**src/rtl/mem_arb_pkg.sv**
```systemverilog
// Shared types and helpers for the unified-memory arbiter.
// Size encodings, ownership/state enums and burst-length decode.
package mem_arb_pkg;

    localparam logic [1:0] SZ_BYTE  = 2'd0;
    localparam logic [1:0] SZ_WORD  = 2'd1;
    localparam logic [1:0] SZ_4WORD = 2'd2;
    localparam logic [1:0] SZ_8WORD = 2'd3;

    typedef enum logic {
        OWN_I = 1'b0,
        OWN_D = 1'b1
    } owner_t;

    typedef enum logic [1:0] {
        IDLE,
        ACCESS,
        RESP
    } state_t;

    function automatic logic [3:0] beats_for(input logic [1:0] size);
        case (size)
            SZ_4WORD: return 4'd4;
            SZ_8WORD: return 4'd8;
            default:  return 4'd1;
        endcase
    endfunction

endpackage

```
**src/rtl/mem_arbiter_rr_arb2.sv**
```systemverilog
// Two-way round-robin picker: index 0 = instruction side, index 1 = data side.
// On a tie the side that was not granted last wins; i_update records the winner.
module rr_arb2 #(
    parameter bit DATA_FIRST = 1'b1
) (
    input  logic       clk,
    input  logic       reset,
    input  logic [1:0] i_req,
    input  logic       i_update,
    output logic [1:0] o_gnt
);

    // 1 when the data side held the last grant
    logic r_last_d;

    // NOTE: state registers use non-blocking assignments so every flop samples pre-edge values.
    always_ff @(posedge clk) begin
        if (reset)
            r_last_d <= !DATA_FIRST;
        else if (i_update)
            r_last_d <= o_gnt[1];
    end

    always_comb begin
        o_gnt = 2'b00;
        case (i_req)
            2'b01:   o_gnt = 2'b01;
            2'b10:   o_gnt = 2'b10;
            2'b11:   o_gnt = r_last_d ? 2'b01 : 2'b10;
            default: o_gnt = 2'b00;
        endcase
    end

endmodule

```
**src/rtl/mem_arbiter.sv**
```systemverilog
// Shares the single-port unified memory between instruction fetch (read-only)
// and load/store (read/write), running 1/4/8-beat bursts one owner at a time.
module mem_arbiter
    import mem_arb_pkg::*;
#(
    parameter bit DATA_FIRST = 1'b1
) (
    input  logic        clk,
    input  logic        reset,
    input  logic        i_req,
    input  logic [31:0] i_addr,
    input  logic [1:0]  i_size,
    output logic        i_gnt,
    output logic        i_rvalid,
    output logic [31:0] i_rdata,
    output logic        i_done,
    input  logic        d_req,
    input  logic [31:0] d_addr,
    input  logic [1:0]  d_size,
    input  logic        d_we,
    input  logic [31:0] d_wdata,
    output logic        d_gnt,
    output logic        d_wready,
    output logic        d_rvalid,
    output logic [31:0] d_rdata,
    output logic        d_done,
    output logic [31:0] mem_addr,
    output logic [31:0] mem_data_in,
    output logic [1:0]  mem_access_size,
    output logic        mem_rd_wr,
    output logic        mem_enable,
    input  logic [31:0] mem_data_out,
    input  logic        mem_busy
);

    state_t      r_state;
    state_t      w_next_state;
    owner_t      r_owner;
    logic [31:0] r_addr;
    logic [1:0]  r_size;
    logic        r_rd;
    logic [2:0]  r_beat;
    logic        r_rvalid;

    logic        w_can_grant;
    logic [1:0]  w_gnt;
    logic        w_start;
    logic [1:0]  w_new_size;
    logic [2:0]  w_new_beat;
    logic        w_wr_beat;
    logic        w_last_rvalid;

    // Arbitration is frozen outside IDLE, while memory is busy, and during reset.
    assign w_can_grant = (r_state == IDLE) && !mem_busy && !reset;
    assign w_start     = |w_gnt;
    // Fetch treats byte size as a full word.
    assign w_new_size  = w_gnt[1] ? d_size : ((i_size == SZ_BYTE) ? SZ_WORD : i_size);
    assign w_new_beat  = 3'(beats_for(w_new_size) - 4'd1);

    rr_arb2 #(
        .DATA_FIRST (DATA_FIRST)
    ) u_rr_arb2 (
        .clk      (clk),
        .reset    (reset),
        .i_req    ({d_req, i_req} & {2{w_can_grant}}),
        .i_update (w_start),
        .o_gnt    (w_gnt)
    );

    always_ff @(posedge clk) begin
        if (reset) begin
            r_state  <= IDLE;
            r_owner  <= OWN_I;
            r_addr   <= '0;
            r_size   <= '0;
            r_rd     <= 1'b0;
            r_beat   <= '0;
            r_rvalid <= 1'b0;
        end else begin
            r_state  <= w_next_state;
            // Memory registers read data, so each read beat returns one cycle later.
            r_rvalid <= (r_state == ACCESS) && r_rd;
            if (w_start) begin
                r_owner <= w_gnt[1] ? OWN_D : OWN_I;
                r_addr  <= w_gnt[1] ? d_addr : i_addr;
                r_size  <= w_new_size;
                r_rd    <= w_gnt[1] ? !d_we : 1'b1;
                r_beat  <= w_new_beat;
            end else if ((r_state == ACCESS) && (r_beat != 3'd0)) begin
                r_beat <= r_beat - 3'd1;
            end
        end
    end

    assign w_wr_beat     = (r_state == ACCESS) && !r_rd;
    assign w_last_rvalid = r_rvalid && (r_state == RESP);

    // NOTE: every output gets a default first so no path through the block infers a latch.
    always_comb begin
        w_next_state    = r_state;
        i_gnt           = 1'b0;
        d_gnt           = 1'b0;
        i_rvalid        = 1'b0;
        i_rdata         = '0;
        i_done          = 1'b0;
        d_wready        = 1'b0;
        d_rvalid        = 1'b0;
        d_rdata         = '0;
        d_done          = 1'b0;
        mem_enable      = 1'b0;
        mem_data_in     = '0;
        mem_addr        = r_addr;
        mem_access_size = r_size;
        mem_rd_wr       = r_rd;

        case (r_state)
            IDLE: begin
                i_gnt = w_gnt[0];
                d_gnt = w_gnt[1];
                if (w_start)
                    w_next_state = ACCESS;
            end
            ACCESS: begin
                mem_enable = 1'b1;
                if (r_beat == 3'd0)
                    w_next_state = r_rd ? RESP : IDLE;
            end
            RESP:    w_next_state = IDLE;
            default: w_next_state = IDLE;
        endcase

        if (w_wr_beat) begin
            d_wready    = 1'b1;
            mem_data_in = d_wdata;
            d_done      = (r_beat == 3'd0);
        end

        if (r_rvalid && (r_owner == OWN_I)) begin
            i_rvalid = 1'b1;
            i_rdata  = mem_data_out;
            i_done   = w_last_rvalid;
        end
        if (r_rvalid && (r_owner == OWN_D)) begin
            d_rvalid = 1'b1;
            d_rdata  = (r_size == SZ_BYTE) ? {24'b0, mem_data_out[7:0]} : mem_data_out;
            d_done   = w_last_rvalid;
        end
    end

endmodule

```
**config.mk**
```make
export PLATFORM = sky130hd
export DESIGN_NAME = mem_arbiter
export DESIGN_NICKNAME = d
export VERILOG_FILES = /design/src/rtl/mem_arb_pkg.sv /design/src/rtl/mem_arbiter_rr_arb2.sv /design/src/rtl/mem_arbiter.sv
export SDC_FILE = /design/constraint.sdc
export NUM_CORES = 1
export LEC_CHECK = 0
export CORE_AREA = 2 2 106 108
export DETAILED_ROUTE_END_ITERATION = 10
export DIE_AREA = 0 0 108 110
export DONT_BUFFER_PORTS = 1
export GPL_TIMING_DRIVEN = 0
export PLACE_DENSITY = 0.38
export SYNTH_ARGS = -nofsm -noshare
export SYNTH_HDL_FRONTEND = slang
export SYNTH_SLANG_ARGS = --single-unit
```
**constraint.sdc**
```tcl
create_clock -name clk -period 1.7 [get_ports clk]
set_input_delay 0.085 -clock clk [delete_from_list [all_inputs] [get_ports clk]]
set_output_delay 0.085 -clock clk [all_outputs]
set_load 0.02 [all_outputs]
```
Word-level counts from Yosys, hierarchy flattened:

Index checks and enable logic that the tools add are counted.

* input bits: 138
* output and inout bits: 139
* word-level logic and storage cells: 68
* register bits after elaboration: 43

* muxes and demuxes: 27
* equal/unequal tests: 9
* bitwise gates (word level): 2
* reduce and logical (&&, ||, !) cells: 20
* add/subtract/negate cells: 2

Operators with widths (count)
* $mux 32: 5
* $mux 2: 6
* $mux 1: 11
* $eq 2x2->1 const B: 5
* $logic_and 1x1->1: 8
* $logic_not 2->1: 3
* $mux 3: 2
* $pmux 2 s3: 1
* $pmux 3 s2: 1
* $sub 3x1->3 const B: 2
* $eq 2x1->1 const B: 2
* $logic_not 1->1: 4
* $ne 2x1->1 const B: 2
* $pmux 2 s2: 1
* $logic_not 3->1: 1
* $reduce_bool 3->1: 1
* $and 2x2->2: 1
* $reduce_and 2->1: 1
* $reduce_bool 2->1: 1
* $reduce_or 2->1: 1
* $not 1->1: 1

Logic depth before layout (Yosys ltp):

* depth after elaboration: 11
* gate-level depth with buffers: 9
* gate-level depth less buffers: 6

Modules after synthesis:

Synthesis repeated with hierarchy kept, for this count alone.

* cell total of the unflattened synthesis: 359
* area, all modules: 2721.4 um^2

Modules (own cells, without submodules)
* mem_arbiter: cells each 352, times used 1, seq. area each 840.8 um^2, area an instance 2653.8 um^2
* rr_arb2: cells each 7, times used 1, seq. area each 20.0 um^2, area an instance 67.6 um^2

Least setup slack after synthesis:

No wires, ideal clock.

* path kind: register -> register
* start point: register r_state[0]
* end point: register r_beat[2]
* buffers on the path: 2
* data arrival time: 1.720 ns
* slack: -0.145 ns
* clock period less this slack: 1.845 ns
* cell stages (with the launch flop): 9
* setup time: 0.125 ns
* data required time: 1.575 ns
* cell sequence: dfxtp_1 > or4_1 > buf_4 > nor2_8 > buf_8 > o22ai_1 > ha_1 > xnor2_1 > o2bb2ai_1

* word-level cells in the longest chain between the ends: 11
* elaborated cells on any way between the ends: 18
* those cells by class: 1 x add/sub; 6 x eq/ne; 4 x mux; 1 x bitwise; 6 x reduce/logical

Ends and longest elaborated chain
* start, declared: line mem_arbiter.sv:36 `state_t r_state;`
* start signal, assigned: line mem_arbiter.sv:80 `r_state <= w_next_state;`
* $logic_not 2->1: line mem_arbiter.sv:54 `assign w_can_grant = (r_state == IDLE) && !mem_busy && !reset;`
* $logic_and 1x1->1 (2 in a row): line mem_arbiter.sv:54
* $and 2x2->2: line mem_arbiter.sv:65 `.i_req ({d_req, i_req} & {2{w_can_grant}}),`
* $eq 2x2->1 / $eq 2x1->1 (equally long branches): line mem_arbiter_rr_arb2.sv:26 `case (i_req)`
* $pmux 2 s3: line mem_arbiter_rr_arb2.sv:26
* $mux 2: line mem_arbiter.sv:57 `assign w_new_size = w_gnt[1] ? d_size : ((i_size == SZ_BYTE) ? SZ_WORD : i_size);`
* $eq 2x2->1: line mem_arb_pkg.sv:22 `case (size)`
* $pmux 3 s2: line mem_arb_pkg.sv:22
* $sub 3x1->3: line mem_arbiter.sv:58 `assign w_new_beat = 3'(beats_for(w_new_size) - 4'd1);`
* $mux 3: line mem_arbiter.sv:83 `if (w_start) begin`
* end signal, assigned: line mem_arbiter.sv:88 `r_beat <= w_new_beat;`
* end signal, assigned: line mem_arbiter.sv:90 `r_beat <= r_beat - 3'd1;`
* end, declared: line mem_arbiter.sv:42 `logic [2:0] r_beat;`

Parallel ways exist; a longest one is shown, timed or not.
A chain may end at the register's enable or synchronous reset.

Worst setup path in the final report:

* start point: register r_state[1]
* end point: register r_beat[2]

Same word-level chain as after synthesis.

==> results.rst <==
.. list-table::
   :header-rows: 1

   * - Metric
     - Value
   * - Share of flip-flops with an asynchronous set or reset
     - 0%
   * - Violations in the final reports
     - setup timing
   * - Crit path largest cell delay
     - 0.59 ns
   * - Post-layout worst setup margin
     - -0.113 ns
   * - Final worst-path cycle share
     - 107%
   * - Worst Tran Pin Value
     - 0.742 ns
   * - Pin count of the biggest net entering global routing
     - 14
   * - Total wire length after detailed routing
     - 11.0 mm
   * - Placed Area
     - 2840 µm²
   * - Routed wirelength normalized by instance count
     - 18.8 µm
   * - Number of CTS-inserted buffers
     - 5
   * - Clock tree buffer depth
     - 2
   * - H-Tree Level Count
     - 2
   * - Endpoint of the worst register-to-register path
     - r_beat[2]
   * - Sum of net half-perimeters after detailed placement
     - 8.33 mm
   * - Vias
     - 2934
   * - Crit path time final
     - 1.81 ns
   * - Layout filler cell count
     - 1116
   * - Internal power consumption
     - 0.00182 W
   * - Nature of the critical path endpoint
     - flip-flop
   * - Kind of launch point of the worst setup path
     - flip-flop
   * - Portion of total power attributed to sequential cells
     - 44.4%
   * - Total die area
     - 11900 µm²
   * - Accumulated negative setup slack
     - -0.575 ns
   * - Aggregate global-route resource usage
     - 17.0%
   * - Max-Slew Margin vs Limit
     - 50.4%
   * - Net switching power figure
     - 0.000844 W
   * - Sequential cell area fraction in the yosys report
     - 31.9%
   * - Final Hold Viols
     - 0
   * - Data required time of the worst path
     - 1.87 ns
   * - Cells after Synth
     - 354
   * - Hold_sp
     - d_size[0]
   * - Clock tree sinks
     - 42
   * - Die outline height
     - 110 µm
   * - Number of violations of the max-capacitance limit
     - 0
   * - First-pass GRT wire length
     - 15.6 mm
   * - Port Buffer Count
     - 0
   * - Post-synth EDFFs
     - 0
   * - Setup violators final
     - 18
   * - Avg Cell Area, Syn
     - 7.44 µm²
   * - GRT Residual Overflow
     - 0
   * - Effective utilization at floorplan
     - 24.6%
   * - Worst min-delay path category
     - input pin to flip-flop
   * - Power per cell area
     - 650 nW/µm²
   * - Top area cells in the synthesized netlist
     - sky130_fd_sc_hd__dfxtp_1 (32%), sky130_fd_sc_hd__and2_1 (13%), sky130_fd_sc_hd__nand2_1 (10%)
   * - Max Clock Freq
     - 552 MHz
   * - Number of distinct library cell variants in the gate-level netlist after synthesis
     - 33
   * - Clock-pin slew on the worst setup and hold paths
     - 0.08 ns
   * - CORE AREA
     - 10700 µm²
   * - CTS tree
     - yes
   * - Layout net count
     - 582
   * - Status
     - complete, but fails checks
   * - Reg-to-reg startpoint
     - r_state[1]
   * - Number of top-level pins
     - 277
   * - Site Rows
     - 38
   * - Final weighted congestion in routability-driven placement
     - 0.733
   * - Pleak
     - 1.69 nW
   * - Layout area overhead
     - 55.7%
   * - Cell taking the most area after synthesis
     - sky130_fd_sc_hd__dfxtp_1
   * - Share of cells above drive strength 1
     - 31.1%
   * - Area share of the leading cell type in the synthesized netlist
     - 31.9%
   * - Arrival @ worst endpoint
     - 1.98 ns
   * - Count of synthesis-stage warnings from yosys
     - 0
   * - Register bit count reported by yosys
     - 42
   * - Router iterations before antenna repair
     - 4
   * - Cell area after technology mapping
     - 2630 µm²
   * - Total nets after synthesis
     - 493
   * - Last element of the critical path
     - r_beat[2]
   * - Cell breakdown of the critical path
     - or4_4, nor2_8, buf_8, o22ai_4, ha_4, xnor2_1, o2bb2ai_1
   * - Startpoint-to-endpoint class of the critical path
     - flip-flop to flip-flop
   * - Vias per std cell
     - 5.02
   * - Number of global-route vias before repair
     - 2863
   * - Clock share of power
     - 30.8%
   * - Launching element of the worst setup path
     - r_state[1]
   * - Initial antenna violation count
     - 0
   * - Setup slack on the worst flop-to-flop path
     - -0.11 ns
   * - CTS root buffer
     - sky130_fd_sc_hd__clkbuf_8
   * - Leading post-synthesis cells by instance count
     - sky130_fd_sc_hd__nand2_1 (72), sky130_fd_sc_hd__and2_1 (56), sky130_fd_sc_hd__dfxtp_1 (42), sky130_fd_sc_hd__nor2_1 (42), sky130_fd_sc_hd__and3_1 (40)
   * - Switching portion of total power
     - 31.7%
   * - DR DRC count
     - 0
   * - Leading cell type by number of instances after synthesis
     - sky130_fd_sc_hd__nand2_1
   * - Top fanout value on the critical path
     - 7
   * - Chip width
     - 108 µm
   * - Ant diodes
     - 0
   * - Number of nets with antenna violations after detailed routing
     - 0
   * - Most used flip-flop cell after synthesis
     - sky130_fd_sc_hd__dfxtp_1
   * - Worst IR drop on VDD
     - 0.396 mV
   * - Final setup skew
     - 0.0125 ns
   * - Power share of the combinational group
     - 24.9%
   * - Count of final max-slew check failures
     - 0
   * - Post-route cell area
     - 4100 µm²
   * - Setup repair after global routing missed its margin
     - yes
   * - Cell type of the slowest stage on the worst timing path
     - sky130_fd_sc_hd__or4_4
   * - Number of violations reported at the end of detailed-routing iteration 0
     - 97
   * - Depth of the worst register-to-register path
     - 7
   * - Clk Latency, worst-skew pair
     - 0.30 ns
[power groups by stage]
| stage | clock [W] | combinational (W) | sequential (W) |
|---|---|---|---|
| after floorplan | 0 | 0.000353 | 0.00118 |
| after global placement | 0 | 0.000429 | 0.00120 |
| after detailed placement | 0 | 0.000436 | 0.00119 |
| after CTS | 0.000857 | 0.000618 | 0.00117 |
| after global routing | 0.000891 | 0.000726 | 0.00119 |
| final | 0.000819 | 0.000662 | 0.00118 |
[metal layers]
layer  vias up  share of wire [%]  global-route usage [%]  routed length [µm]
li1       1394                  -                       -                   -
met1      1383                 38                    18.7                4170
met2       145                 52                    32.3                5690
met3        12                8.6                    4.41                 945
met4         0                1.7                    4.49                 188
met5         -                  0                       0                   0
[how the worst min path moves through the flow]
stage	endpoint	cells after the start
final	mem_access_size[0]	4
after global routing	mem_access_size[0]	4
after CTS	mem_access_size[0]	4
after detailed placement	mem_rd_wr	1
after global placement	mem_rd_wr	1
after floorplan	mem_rd_wr	1
[logic make-up after synthesis]
| family | after synthesis | synth area share, % |
|---|---|---|
| buf+inv | 36 | 6.84 |
| xor+xnor | 1 | 0.333 |
| compound gates | 49 | 17.3 |
| flops | 42 | 31.9 |
| fa+ha+maj | 1 | 0.475 |
| simple gates | 225 | 43.1 |
[area by class of cell]
type	instances	area [µm²]	area share (%)
multi-input combinational	276	1860	45.4
sequential	42	843	20.6
timing repair buffer	84	838	20.5
buffer	30	250	6.11
tap	140	175	4.27
clock buffer	6	72.6	1.77
clock inverter	2	37.5	0.916
inverter	4	20.0	0.488
[timing repair]
| item | CTS | global route |
|---|---|---|
| endpoints found under the hold margin | 33 | 0 |
| buffers inserted | 13 | 5 |
| resized for setup | 90 | 58 |
| endpoints found under the setup margin | 108 | 84 |
| gates cloned | 1 | 1 |
| pin swaps | 9 | 16 |
| hold buffers | 65 | 0 |
[state kept, by name (all words and copies together) (netlist names)]
name / cells
mem_addr: 32
r_beat: 3
mem_access_size: 2
r_state: 2
mem_rd_wr: 1
r_rvalid: 1
u_rr_arb2.r_last_d: 1
[per-stage QoR]
| step | instances | setup WS [ns] | power (W) | util, % | hold slack (ns) |
|---|---|---|---|---|---|
| after CTS | 581 | -0.159 | 0.00265 | 36.5 | 0.0648 |
| after floorplan | 354 | -0.0684 | 0.00153 | - | 0.197 |
| after global placement | 494 | -0.340 | 0.00162 | 26.6 | 0.210 |
| final | 584 | -0.113 | 0.00266 | 38.3 | 0.0732 |
| after detailed placement | 494 | -0.353 | 0.00163 | 26.6 | 0.211 |
| after global routing | 584 | -0.197 | 0.00281 | 38.3 | 0.0756 |
[critical path, delay by kind of cell (launching register included)]
kind | cells | cell delay, ns
compound gates | 2 | 0.20
xor+xnor | 1 | 0.12
fa+ha+maj | 1 | 0.17
buf+inv | 1 | 0.14
flops | 1 | 0.33
simple gates | 2 | 0.72
[placed cells by master, fill, tap and decap left out, drive strengths merged, types with 2 or more instances in the layout]
cell type	count
nor4	2
a32oi	3
o22ai	3
nand2	72
buf	30
inv	4
nand2b	5
nor2	43
nand3	2
a21oi	5
clkbuf	25
and2	56
dfxtp	42
o21ai	2
dlygate4sd3	65
a311oi	32
and3	40
(Power assumes the default switching activity.)
